File: config.mk
export PLATFORM = sky130hd
export DESIGN_NAME = alu_sequencer_flat
export DESIGN_NICKNAME = d
export VERILOG_FILES = /design/src/rtl/alu_pkg.sv /design/src/rtl/alu_sequencer_if.sv /design/src/rtl/alu_sequencer_alu.sv /design/src/rtl/alu_sequencer.sv /design/src/flat_wrapper.sv
export SDC_FILE = /design/constraint.sdc
export NUM_CORES = 1
export LEC_CHECK = 0
export BUFFER_PORTS_ARGS = -buffer_cell sky130_fd_sc_hd__buf_2
export CAP_MARGIN = 20
export CORE_ASPECT_RATIO = 0.5
export CORE_UTILIZATION = 53
export DETAILED_ROUTE_END_ITERATION = 7
export PLACE_DENSITY = 0.75
export SYNTH_ARGS = -nofsm -noshare
export SYNTH_HDL_FRONTEND = slang
export SYNTH_HIERARCHICAL = 1
export SYNTH_SLANG_ARGS = --single-unit
File: constraint.sdc
create_clock -name clk -period 4.37 [get_ports clk]
set_clock_uncertainty 0.15 [all_clocks]
set_input_delay 0.874 -clock clk [delete_from_list [all_inputs] [get_ports clk]]
set_output_delay 0.874 -clock clk [all_outputs]
set_load 0.005 [all_outputs]
File: src/rtl/alu_pkg.sv
// Shared types for the ALU sequencer: function codes, FSM states and default sizes.
package alu_pkg;

    localparam int unsigned WIDTH_DEFAULT = 6;
    localparam int unsigned DEPTH_DEFAULT = 8;
    localparam int unsigned FXN_W         = 3;

    typedef enum logic [FXN_W-1:0] {
        FXN_PASS_A = 3'b000,
        FXN_PASS_B = 3'b001,
        FXN_NEG_A  = 3'b010,
        FXN_NEG_B  = 3'b011,
        FXN_SLT    = 3'b100,
        FXN_XNOR   = 3'b101,
        FXN_ADD    = 3'b110,
        FXN_SUB    = 3'b111
    } fxn_e;

    typedef enum logic [1:0] {
        ST_IDLE = 2'd0,
        ST_RUN  = 2'd1,
        ST_DONE = 2'd2
    } state_e;

endpackage

File: src/rtl/alu_sequencer_if.sv
// Program-load channel of the ALU sequencer: valid/ready write of {fxn, operand}.
interface alu_sequencer_if
    import alu_pkg::*;
#(
    parameter int unsigned WIDTH = WIDTH_DEFAULT
);
    logic             load_valid;
    logic             load_ready;
    logic [FXN_W-1:0] load_fxn;
    logic [WIDTH-1:0] load_operand;

    modport master (output load_valid, load_fxn, load_operand, input load_ready);
    modport slave  (input load_valid, load_fxn, load_operand, output load_ready);
endinterface

File: src/rtl/alu_sequencer_alu.sv
// Combinational two's-complement ALU: x_c = fxn(a, b), modulo 2^WIDTH.
module alu_sequencer_alu
    import alu_pkg::*;
#(
    parameter int unsigned WIDTH = WIDTH_DEFAULT
) (
    input  logic [WIDTH-1:0] a,
    input  logic [WIDTH-1:0] b,
    input  fxn_e             fxn,
    output logic [WIDTH-1:0] x_c
);

    always_comb begin
        x_c = '0;
        case (fxn)
            FXN_PASS_A: x_c = a;
            FXN_PASS_B: x_c = b;
            FXN_NEG_A:  x_c = WIDTH'(-a);
            FXN_NEG_B:  x_c = WIDTH'(-b);
            FXN_SLT:    x_c = ($signed(a) < $signed(b)) ? '1 : '0;
            FXN_XNOR:   x_c = ~(a ^ b);
            FXN_ADD:    x_c = WIDTH'(a + b);
            FXN_SUB:    x_c = WIDTH'(a - b);
            default:    x_c = '0;
        endcase
    end

endmodule

File: src/rtl/alu_sequencer.sv
// Program buffer plus accumulator sequencer: executes loaded entries one per cycle
// from a seeded accumulator and reports result, sticky signed overflow and done.
module alu_sequencer
    import alu_pkg::*;
#(
    parameter int unsigned DEPTH = DEPTH_DEFAULT,
    parameter int unsigned WIDTH = WIDTH_DEFAULT
) (
    input  logic                   clk,
    input  logic                   rst_n,
    alu_sequencer_if.slave         lif,
    input  logic                   clear,
    input  logic                   start,
    input  logic [WIDTH-1:0]       init_acc,
    output logic                   busy,
    output logic                   done,
    output logic [WIDTH-1:0]       result,
    output logic                   ovf,
    output logic [$clog2(DEPTH):0] count
);

    localparam int unsigned IW  = $clog2(DEPTH);
    localparam int unsigned CW  = IW + 1;
    localparam int unsigned MSB = WIDTH - 1;

    state_e           state;
    logic [CW-1:0]    idx;
    logic [WIDTH-1:0] acc;
    fxn_e             mem_fxn [DEPTH];
    logic [WIDTH-1:0] mem_op  [DEPTH];

    fxn_e             cur_fxn;
    logic [WIDTH-1:0] cur_op;
    logic [WIDTH-1:0] alu_x;
    logic             step_ovf;
    logic             start_go;
    logic             load_go;

    assign cur_fxn  = mem_fxn[idx[IW-1:0]];
    assign cur_op   = mem_op[idx[IW-1:0]];
    assign result   = acc;

    // start wins over clear and load; an empty-buffer start is simply dropped
    assign start_go = start && (state == ST_IDLE) && (count != '0);
    assign load_go  = lif.load_valid && lif.load_ready && (state == ST_IDLE)
                      && !start_go && !clear;

    alu_sequencer_alu #(.WIDTH(WIDTH)) u_alu (
        .a   (acc),
        .b   (cur_op),
        .fxn (cur_fxn),
        .x_c (alu_x)
    );

    // Signed overflow of the current add/subtract step
    always_comb begin
        step_ovf = 1'b0;
        case (cur_fxn)
            FXN_ADD: step_ovf = (acc[MSB] == cur_op[MSB]) && (alu_x[MSB] != acc[MSB]);
            FXN_SUB: step_ovf = (acc[MSB] != cur_op[MSB]) && (alu_x[MSB] != acc[MSB]);
            default: step_ovf = 1'b0;
        endcase
    end

    // Buffer storage needs no reset; only entries below count are ever read
    always_ff @(posedge clk) begin
        if (load_go) begin
            mem_fxn[count[IW-1:0]] <= fxn_e'(lif.load_fxn);
            mem_op[count[IW-1:0]]  <= lif.load_operand;
        end
    end

    always_ff @(posedge clk or negedge rst_n) begin
        if (!rst_n) begin
            state          <= ST_IDLE;
            count          <= '0;
            idx            <= '0;
            acc            <= '0;
            ovf            <= 1'b0;
            busy           <= 1'b0;
            done           <= 1'b0;
            lif.load_ready <= 1'b1;
        end else begin
            done <= 1'b0;
            case (state)
                ST_IDLE: begin
                    if (start_go) begin
                        acc            <= init_acc;
                        idx            <= '0;
                        ovf            <= 1'b0;
                        busy           <= 1'b1;
                        lif.load_ready <= 1'b0;
                        state          <= ST_RUN;
                    end else if (clear) begin
                        count          <= '0;
                        lif.load_ready <= 1'b1;
                    end else if (load_go) begin
                        count          <= count + CW'(1);
                        lif.load_ready <= (count != CW'(DEPTH - 1));
                    end
                end
                ST_RUN: begin
                    acc <= alu_x;
                    ovf <= ovf | step_ovf;
                    idx <= idx + CW'(1);
                    if (idx == count - CW'(1)) begin
                        state <= ST_DONE;
                    end
                end
                ST_DONE: begin
                    // done pulses as the sequencer drops back to IDLE
                    state          <= ST_IDLE;
                    busy           <= 1'b0;
                    done           <= 1'b1;
                    lif.load_ready <= (count < CW'(DEPTH));
                end
                default: state <= ST_IDLE;
            endcase
        end
    end

endmodule

File: src/flat_wrapper.sv
// flat-port wrapper written by rule: the top's interface ports become plain ports
module alu_sequencer_flat import alu_pkg::*;
#(
    parameter int unsigned DEPTH = DEPTH_DEFAULT,
    parameter int unsigned WIDTH = WIDTH_DEFAULT
)
  (clk, rst_n, clear, start, init_acc, busy, done, result, ovf, count, lif_load_valid, lif_load_fxn, lif_load_operand, lif_load_ready);
  alu_sequencer_if #(.WIDTH(WIDTH)) lif_i ();
  input  logic clk;
  input  logic rst_n;
  input  logic clear;
  input  logic start;
  input  logic [WIDTH-1:0] init_acc;
  output logic busy;
  output logic done;
  output logic [WIDTH-1:0] result;
  output logic ovf;
  output logic [$clog2(DEPTH):0] count;
  input wire logic [$bits(lif_i.load_valid)-1:0] lif_load_valid;
  input wire logic [$bits(lif_i.load_fxn)-1:0] lif_load_fxn;
  input wire logic [$bits(lif_i.load_operand)-1:0] lif_load_operand;
  output wire logic [$bits(lif_i.load_ready)-1:0] lif_load_ready;
  assign lif_i.load_valid = lif_load_valid;
  assign lif_i.load_fxn = lif_load_fxn;
  assign lif_i.load_operand = lif_load_operand;
  assign lif_load_ready = lif_i.load_ready;
  alu_sequencer #(.DEPTH(DEPTH), .WIDTH(WIDTH)) u_core (.clk(clk), .rst_n(rst_n), .lif(lif_i), .clear(clear), .start(start), .init_acc(init_acc), .busy(busy), .done(done), .result(result), .ovf(ovf), .count(count));
endmodule
# == Word-level counts from Yosys, hierarchy flattened ==
# Memories as Yosys holds them, arrays and structs flattened.
# Cells that the tools add are included.
# word_totals
ff_bits,20
ramBits,72
output_inout_bits,14
memories,2
# classes
addsub,7
n_lt_le_gt_ge,2
n_eq_ne,18
n_mux,23
bitwise,4
reduce_logical,22
# mem_list
memory,depth,width,read_ports,rd_clocked_by_memory_dff,wr,line_no,source
u_core.mem_op,8,6,1,0,1,alu_sequencer.sv:30,logic [WIDTH-1:0] mem_op [DEPTH];
u_core.mem_fxn,8,3,1,0,1,alu_sequencer.sv:29,fxn_e mem_fxn [DEPTH];
# ops
op,n
$pmux 6 s8,1
$eq 3x3->1 const B,4
$mux 4,3
$mux 6,2
$neg 6->6,2
$pmux 6 s2,1
$add 4x1->4 const B,2
$logic_and 1x1->1,8
$mux 1,8
$pmux 1 s2,4
$pmux 4 s2,1
$reduce_and 2->1,4
$add 6x6->6,1
$eq 3x2->1 const B,2
$lt 6x6->1,1
$not 6->6,1
$reduce_and 3->1,2
$reduce_bool 2->1,3
$sub 6x6->6,1
$xor 6x6->6,1
$eq 4x4->1,1
$lt 4x4->1 const B,1
$mux 2,2
$ne 2x1->1 const B,2
other kinds (16),18

# == Logic depth before layout (Yosys ltp) ==
# Gate-level depths: netlist of run 1.
# depth
ltp_word,10
ltp_mapped,17

# == By module ==
# Netlist of run 1, hierarchy kept.
# modules_own_cells
module,instances,cells_per_inst,area_per_inst_um2
alu_sequencer,1,239,3915.0
alu_sequencer_alu,1,150,1018.5

# == Worst setup path after synthesis of run 1 ==
# No wires, ideal clock.
# synth_path
kind,register to register
start,reg u_core.idx[0]
end,reg u_core.ovf
arrival_ps,3305
path_slack_ps,838
stages_incl_launch_ff,17
n_path_buf,3
path_cell_list,dfrtp_1 > buf_6 > buf_12 > buf_12 > mux4_2 > mux2_2 > ha_1 > fa_1 > nor2b_1 > o22a_1 > a21oi_1 > a311oi_1 > o21a_1 > o22ai_1 > xor2_1 > nand4_1 > o21ai_1
# synth_via
elab_chain_cells,9
elab_cells_between_ends,26
# synth_lines
element,line_no,source
start: declaration,alu_sequencer.sv:27,logic [CW-1:0] idx;
start signal: assignment,alu_sequencer.sv:105,idx <= idx + CW'(1);
$mem_v2 8x6 *,-,
named net u_core.cur_op[0],alu_sequencer.sv:33,logic [WIDTH-1:0] cur_op;
$lt 6x6->1,alu_sequencer_alu.sv:20,FXN_SLT: x_c = ($signed(a) < $signed(b)) ? '1 : '0;
$mux 6,alu_sequencer_alu.sv:20,
$pmux 6 s8 *,alu_sequencer_alu.sv:15,case (fxn)
named net u_core.alu_x[5],alu_sequencer.sv:34,logic [WIDTH-1:0] alu_x;
$ne 1x1->1 *,"alu_sequencer.sv:59, alu_sequencer.sv:60",
$logic_and 1x1->1 (on tied branches),"alu_sequencer.sv:60, alu_sequencer.sv:59",
$pmux 1 s2 *,alu_sequencer.sv:58,case (cur_fxn)
$or 1x1->1 *,alu_sequencer.sv:104,ovf <= ovf | step_ovf;
$pmux 1 s2 *,alu_sequencer.sv:85,case (state)
end signal: assignment,alu_sequencer.sv:104,
end: declaration,alu_sequencer.sv:18,"output logic ovf,"
# Mark *: on every way through the listed nets, which the timed path passes. The rest lies on a longest branch.
# A chain may end at the register's enable or synchronous reset.

# == Worst setup path in the final report of run 1 ==
# Same ends and word-level chain as after synthesis.

==> impl_metrics.toml, run 1 <==
[outcome]
result_of_the_run = "complete, but fails checks"
failed_checks = "DRC"

[min_path]
min-delay-path-class = "in2async"

[route]
drc_errors = 2
detailed_routing_iteration_count_for_the_pre_antenna_repair_pass = 8
first_iter_violations = 303
antenna_violating_nets_post_route = 0
postRouteWirelength_mm = 10.4
detail_route.vias_per_cell = 6.00
dr_total_vias = 3274
post_drt_wl_per_cell_um = 19.0

[cts]
cts.hold.buffers_added = 0
cts_made_buffers = 9
tritoncts_num_sinks = 92
clk-insertion-delay-late_ps = 340
cts.repair_timing.setup_buffer_count = 0
clk_pin_slew_ps = 70
cts-root-to-sink-buffers = 2
cts_tree = "yes"
cts_repair_resize_count = 0
root_buffer = "clkbuf_16"
cts_htree_levels = 3

[sta]
tightest_slew_ps = 660
final.min_clock_period_ps = 3910
max_freq_mhz = 256
rsz0062_at_grt = "no"
period_share_pct = 89.4
drv_slew = 0
timing_hold_violations_final = 0
slew_headroom_pct = 55.7
setup_total_negative_slack_ps = 0
final-setup-viol-count = 0

[critical_path]
timing.critical_path.slowest_cell_delay_ps = 690
ff2ff_path_depth = 13
timing.setup.critical_path_class = "reg2reg"
critical_path.slowest_cell = "dfrtp_1"
timing.critical_path.to_type = "register"
critical-path-top-cell-by-count = "o22ai_1"
cp_data_arrival_time_ps = 4020
cp_top_family = "compound AO/OA/AOI/OAI gates"
worstPathRequired_ps = 4490
crit_cells = 13
timing.critical_path.from_type = "register"
crit_path_buf_inv_count = 2
crit-reg2reg-launch = "u_core/idx[0]"
worst_setup_path_startpoint = "u_core/idx[0]"
cp_cell_sequence = "buf_4, mux4_1, mux2_2, inv_1, ha_1, a211oi_1, o22ai_1, a31o_2, xnor2_1, o22ai_1, xor2_1, nand4_1, o21ai_1"
critical_path.max_fanout = 13

[global_routing]
grt_usage_pct = 22.4
grt_start_max_net_pins = 28
globalRouteOverflowTotal = 0
via_count_of_the_first_global_routing_pass = 3038
number_of_antenna_violations_at_the_first_check_in_global_routing = 0
grt_first_pass_wirelength_mm = 16.2

[synthesis]
synthesis.nets = 427
netlist_area_um2 = 4930
postSynthAreaPerCell_um2 = 12.7
synth_simple_gate_area_share_pct = 10.4
synth_xor_xnor_area_share_pct = 3.37
synth-compound-area-share_pct = 9.13
ys_ff_latch = 92
ys.warnings.count = 6
synth_adder_area_share_pct = 4.87
netlist_instances = 389
yosys_most_used_dff = "edfxtp_1"
yosys-mux-area-fraction_pct = 13.0
synth-async-reset-ratio_pct = 21.7
synth_edf_count = 72
post_synth_cell_types = 57
largest_family_of_logic_cells_by_synthesized_area = "multiplexers"
synth_sequential_area_ratio_pct = 54.0

[final_layout]
multi_input_logic_area_um2 = 2010
final_common_cell = "edfxtp_1"
antennaDiodeCount = 0
final_core_util_pct = 61.7
layout.cells.most_common_list = "72 x edfxtp_1, 35 x nand2_1, 33 x buf_2"
layout.area.seq_um2 = 2660
layout-area-overhead-vs-synth_pct = 10.8
share_of_final_layout_standard_cells_stronger_than_drive_strength_1_pct = 20.3
fill_cells = 659
finish.net_count = 462

[floorplanning]
rows = 24
die_area_um2 = 9720
die_w_um = 138
floorplan_die_height_um = 70.2
core_um2 = 8860
io_pins = 34
start_util_pct = 55.7

[run]
max-cap-violations = 0

[place]
gpl_congestion = 0.962
detailed_place_hpwl_mm = 7.06
placement.io_buffers = 33

[power_and_ir_drop]
worst_ir_drop_vdd_mv = 0.324
power_density_nw_per_um2 = 800
leakage_nw = 2.11
==> power by group <==
part / internal (W) / leakage (nW) / switching (W) / total (W)
combinational: 0.00105 / 1.08 / 0.00131 / 0.00236
sequential: 0.00104 / 0.890 / 0.000205 / 0.00125
clock: 0.000406 / 0.145 / 0.000363 / 0.000769
total: 0.00250 / 2.11 / 0.00188 / 0.00438
==> registers in the layout, summed over array words and instances, names as in the netlist <==
name	count
u_core/busy	1
u_core/mem_op	48
u_core/idx	4
u_core/ovf	1
u_core/state	2
u_core/lif.load_ready	1
u_core/result	6
u_core/done	1
u_core/count	4
u_core/mem_fxn	24
==> kinds of logic (layout without fill, tap and decap cells) <==
kind of cell	count (synthesis)	after routing
and+or+nand+nor	109	109
DFF	92	92
AOI/OAI and AO/OA	71	71
buffers and inverters	43	83
muxes	37	37
xor gates and xnor gates	19	19
adders and majority gates	18	18
==> through the flow <==
stage | power (W) | hold WS [ps] | area [µm²] | worst slack, ps | std cells
floorplan | 0.00317 | 314 | 4930 | 838 | 389
global placement | 0.00353 | 320 | 5160 | 606 | 529
detailed placement | 0.00355 | 330 | 5160 | 502 | 529
CTS | 0.00433 | 346 | 5460 | 469 | 545
global route | 0.00468 | 374 | 5470 | 286 | 546
finish | 0.00438 | 342 | 5470 | 465 | 546
==> synthesized netlist by cell type (5+ instances only) <==
master | n | area share [%]
o21ai_0 | 9 | 0.91
edfxtp_1 | 72 | 44
clkbuf_1 | 5 | 0.38
nor2_1 | 29 | 2.2
nor3_1 | 12 | 1.2
o22ai_1 | 6 | 0.76
mux4_1 | 9 | 4.8
a21oi_1 | 15 | 1.5
inv_1 | 19 | 1.4
dfrtp_1 | 19 | 9.6
mux4_2 | 8 | 3.7
buf_2 | 8 | 0.81
nand3_1 | 11 | 1.1
xnor2_1 | 11 | 2.0
ha_1 | 16 | 4.1
o21ai_1 | 14 | 1.4
nand2_1 | 35 | 2.7
mux2i_1 | 11 | 2.2
xor2_1 | 8 | 1.4
nand4_1 | 5 | 0.63
mux2_2 | 8 | 1.8
==> area by class of cell <==
type | count | area share, %
clock inverters | 7 | 1.37
well taps | 117 | 2.68
flip-flops and latches | 92 | 48.7
repair buffers | 47 | 4.94
clock buffers | 9 | 4.12
inverters | 20 | 1.37
multi-input cells | 254 | 36.8
==> layer usage <==
layer,share of wire [%],wire length [µm],GRT usage [%]
met1,47,4870,31.4
met2,45,4680,35.0
met3,6.5,674,5.42
met4,1.5,155,6.49
met5,0,0,0
==> final timing paths <==
path,end,slack [ps]
setup / recovery,u_core/ovf,460
hold / removal,u_core/count[2],340
setup reg to reg,u_core/ovf,460
hold reg to reg,u_core/ovf,340
max in group asynchronous,u_core/lif.load_ready,3370
min in group clk,u_core/ovf,340
(Power assumes the default switching activity.)
==> run 2, diff against run 1 <==
--- a/config.mk
+++ b/config.mk
@@ -5,12 +5,14 @@
 export SDC_FILE = /design/constraint.sdc
 export NUM_CORES = 1
 export LEC_CHECK = 0
+export ABC_AREA = 1
 export BUFFER_PORTS_ARGS = -buffer_cell sky130_fd_sc_hd__buf_2
 export CAP_MARGIN = 20
 export CORE_ASPECT_RATIO = 0.5
 export CORE_UTILIZATION = 53
+export CTS_CLUSTER_DIAMETER = 50
 export DETAILED_ROUTE_END_ITERATION = 7
-export PLACE_DENSITY = 0.75
+export PLACE_DENSITY = 0.78
 export SYNTH_ARGS = -nofsm -noshare
 export SYNTH_HDL_FRONTEND = slang
 export SYNTH_HIERARCHICAL = 1
==> constraint.sdc (replaced) <==
create_clock -name clk -period 3.2 [get_ports clk]
set_clock_uncertainty 0.15 [all_clocks]
set_input_delay 0.64 -clock clk [delete_from_list [all_inputs] [get_ports clk]]
set_output_delay 0.64 -clock clk [all_outputs]
set_load 0.005 [all_outputs]
==> impl_metrics.toml, run 2 <==
[power_and_ir_drop]
power_density_nw_per_um2 = 1220
total_power_w = 0.00769
leakage_nw = 2.82
worst_ir_drop_vdd_mv = 0.548

[floorplanning]
core_um2 = 9040
start_util_pct = 56.7
rows = 24
io_pins = 34
die_w_um = 141
floorplan_die_height_um = 71.5
die_area_um2 = 10100

[global_routing]
grt_usage_pct = 26.6
met3_usage_pct = 6.55
grt_start_max_net_pins = 21
number_of_antenna_violations_at_the_first_check_in_global_routing = 0
groute.layer.met1.usage_pct = 35.6
via_count_of_the_first_global_routing_pass = 3988
grt_use_met2_pct = 41.3
globalRouteOverflowTotal = 0
grt_first_pass_wirelength_mm = 19.9
most_heavily_used_metal_layer_in_global_routing = "met2"

[synthesis]
postSynthAreaPerCell_um2 = 8.82
ys_top_cells_by_area = "edfxtp_1 42%, dfrtp_1 9.3%, nand2_1 9.1%, nor2_1 5.5%, nand3_1 5.4%"
yosys_most_used_dff = "edfxtp_1"
netlist.top_cell.by_area = "edfxtp_1"
ys_ff_latch = 92
netlist_area_um2 = 5120
yosys-top-cells-count = "124 x nand2_1, 75 x nor2_1, 73 x inv_1, 72 x edfxtp_1, 55 x nand3_1"
ys.warnings.count = 6
synth_top_area_share_pct = 42.2
synth_sequential_area_ratio_pct = 52.0
synth-async-reset-ratio_pct = 21.7
synth_edf_count = 72
synthesis.nets = 619
most_numerous_cell_in_the_yosys_netlist = "nand2_1"
post_synth_cell_types = 39
netlist_instances = 581

[route]
drc_errors = 0
postRouteWirelength_mm = 13.1
detail_route.vias_per_cell = 5.56
antenna_violating_nets_post_route = 0
dr_total_vias = 4467
post_drt_wl_per_cell_um = 16.3
detailed_routing_iteration_count_for_the_pre_antenna_repair_pass = 4
first_iter_violations = 395

[final_layout]
antennaDiodeCount = 0
final_cells = 803
finish.net_count = 706
final_common_cell = "nand2_1"
share_of_final_layout_standard_cells_stronger_than_drive_strength_1_pct = 27.5
layout.cells.most_common_list = "115 x nand2_1, 72 x edfxtp_1, 70 x nor2_1"
largest_register_ff_count = 48
layout-area-overhead-vs-synth_pct = 23.0
finalInstanceArea_um2 = 6300

[critical_path]
crit_path_buf_inv_count = 4
timing.critical_path.from_type = "register"
timing.critical_path.to_type = "register"
critical_path.max_fanout = 8
worstPathRequired_ps = 3340
timing.setup.critical_path_class = "reg2reg"
cp_top_family = "simple AND/OR/NAND/NOR gates"
cp_data_arrival_time_ps = 3480
timing.critical_path.slowest_cell_delay_ps = 450
critical_path.slowest_cell = "dfrtp_1"
crit-reg2reg-launch = "u_core/idx[0]"
crit_cells = 25
critical-path-top-cell-by-count = "nand2_2"
worst_setup_path_startpoint = "u_core/idx[0]"
ff2ff_path_depth = 25

[sta]
max_freq_mhz = 300
rsz0062_at_grt = "yes"
final-setup-viol-count = 2
timing_hold_violations_final = 0
post-route-worst-setup-slack_ps = -138
final.min_clock_period_ps = 3340
period_share_pct = 104
drv_slew = 0
tightest_slew_ps = 668
slew_headroom_pct = 55.4

[place]
placement.io_buffers = 33
placed_cells_incl_taps = 778
gpl_congestion = 0.986
detailed_place_hpwl_mm = 8.76
postPlaceCellArea_um2 = 5740

[run]
max-cap-violations = 0

[cts]
cts_tree = "yes"
clk-insertion-delay-late_ps = 350
clk_pin_slew_ps = 70
tritoncts_num_sinks = 92
root_buffer = "clkbuf_16"
cts-root-to-sink-buffers = 2
cts_made_buffers = 9
cts_htree_levels = 3

[min_path]
min-delay-path-class = "in2async"

[outcome]
failed_checks = "setup timing"
result_of_the_run = "complete, but fails checks"
-- run 2: path summary, 6_finish.rpt --
kind                                    endpoint  slack (ps)
max                                   u_core/ovf        -140
min                             u_core/result[4]          90
max in group asynchronous  u_core/lif.load_ready        2440
max reg2reg                           u_core/ovf        -140
min in group clk                     u_core/busy         330
min reg2reg                          u_core/busy         330
-- run 2: metrics by stage --
| step | TNS [ps] | util, % | setup slack, ps | hold WS, ps |
|---|---|---|---|---|
| 3_3_place_gp | -44.9 | 63.5 | -44.9 | 314 |
| 5_1_grt | -764 | 69.7 | -337 | 136 |
| 3_5_place_dp | -131 | 63.5 | -131 | 318 |
| 6_report | -273 | 69.7 | -138 | 94.4 |
| 4_1_cts | -7.22 | 67.7 | -7.22 | 105 |
| 2_1_floorplan | 0 | - | 42.4 | 194 |
-- run 2: cell families after synthesis --
kind of cell / after synthesis / share of synthesized area (%)
and+or+nand+nor: 291 / 26.0
buffers and inverters: 100 / 8.30
AOI/OAI and AO/OA: 73 / 7.89
xor gates and xnor gates: 7 / 1.20
DFF: 92 / 52.0
adders and majority gates: 18 / 4.69
-- run 2: area by class of cell --
cell class | count | area (µm²)
sequential | 92 | 2660
timing repair buffer | 96 | 676
tap | 130 | 163
fill | 625 | 2740
multi-input combinational | 389 | 2220
clock inverter | 6 | 45.0
inverter | 80 | 303
clock buffer | 10 | 229
-- run 2: metal layers --
metal / share of wire (%) / vias up / wire length (µm)
met5: 0 / - / 0
met4: 2.9 / 0 / 383
met3: 8.0 / 39 / 1050
met2: 46 / 220 / 6010
met1: 43 / 2110 / 5670
li1: - / 2098 / -
-- run 2: timing repair --
action                     in CTS  in global routing
cloned                          0                  0
hold buffers                    0                  0
pin swaps                       7                 30
buffers inserted                2                  8
setup endpoints to repair       2                  5
gates resized for setup        23                 45
-- run 2: where the power goes --
| part | leakage, nW | total (W) | internal [W] | switching, W |
|---|---|---|---|---|
| Sequential | 0.893 | 0.00160 | 0.00143 | 0.000172 |
| Combinational | 1.79 | 0.00510 | 0.00216 | 0.00293 |
| Clock | 0.134 | 0.000994 | 0.000534 | 0.000460 |
| Total | 2.82 | 0.00769 | 0.00413 | 0.00356 |
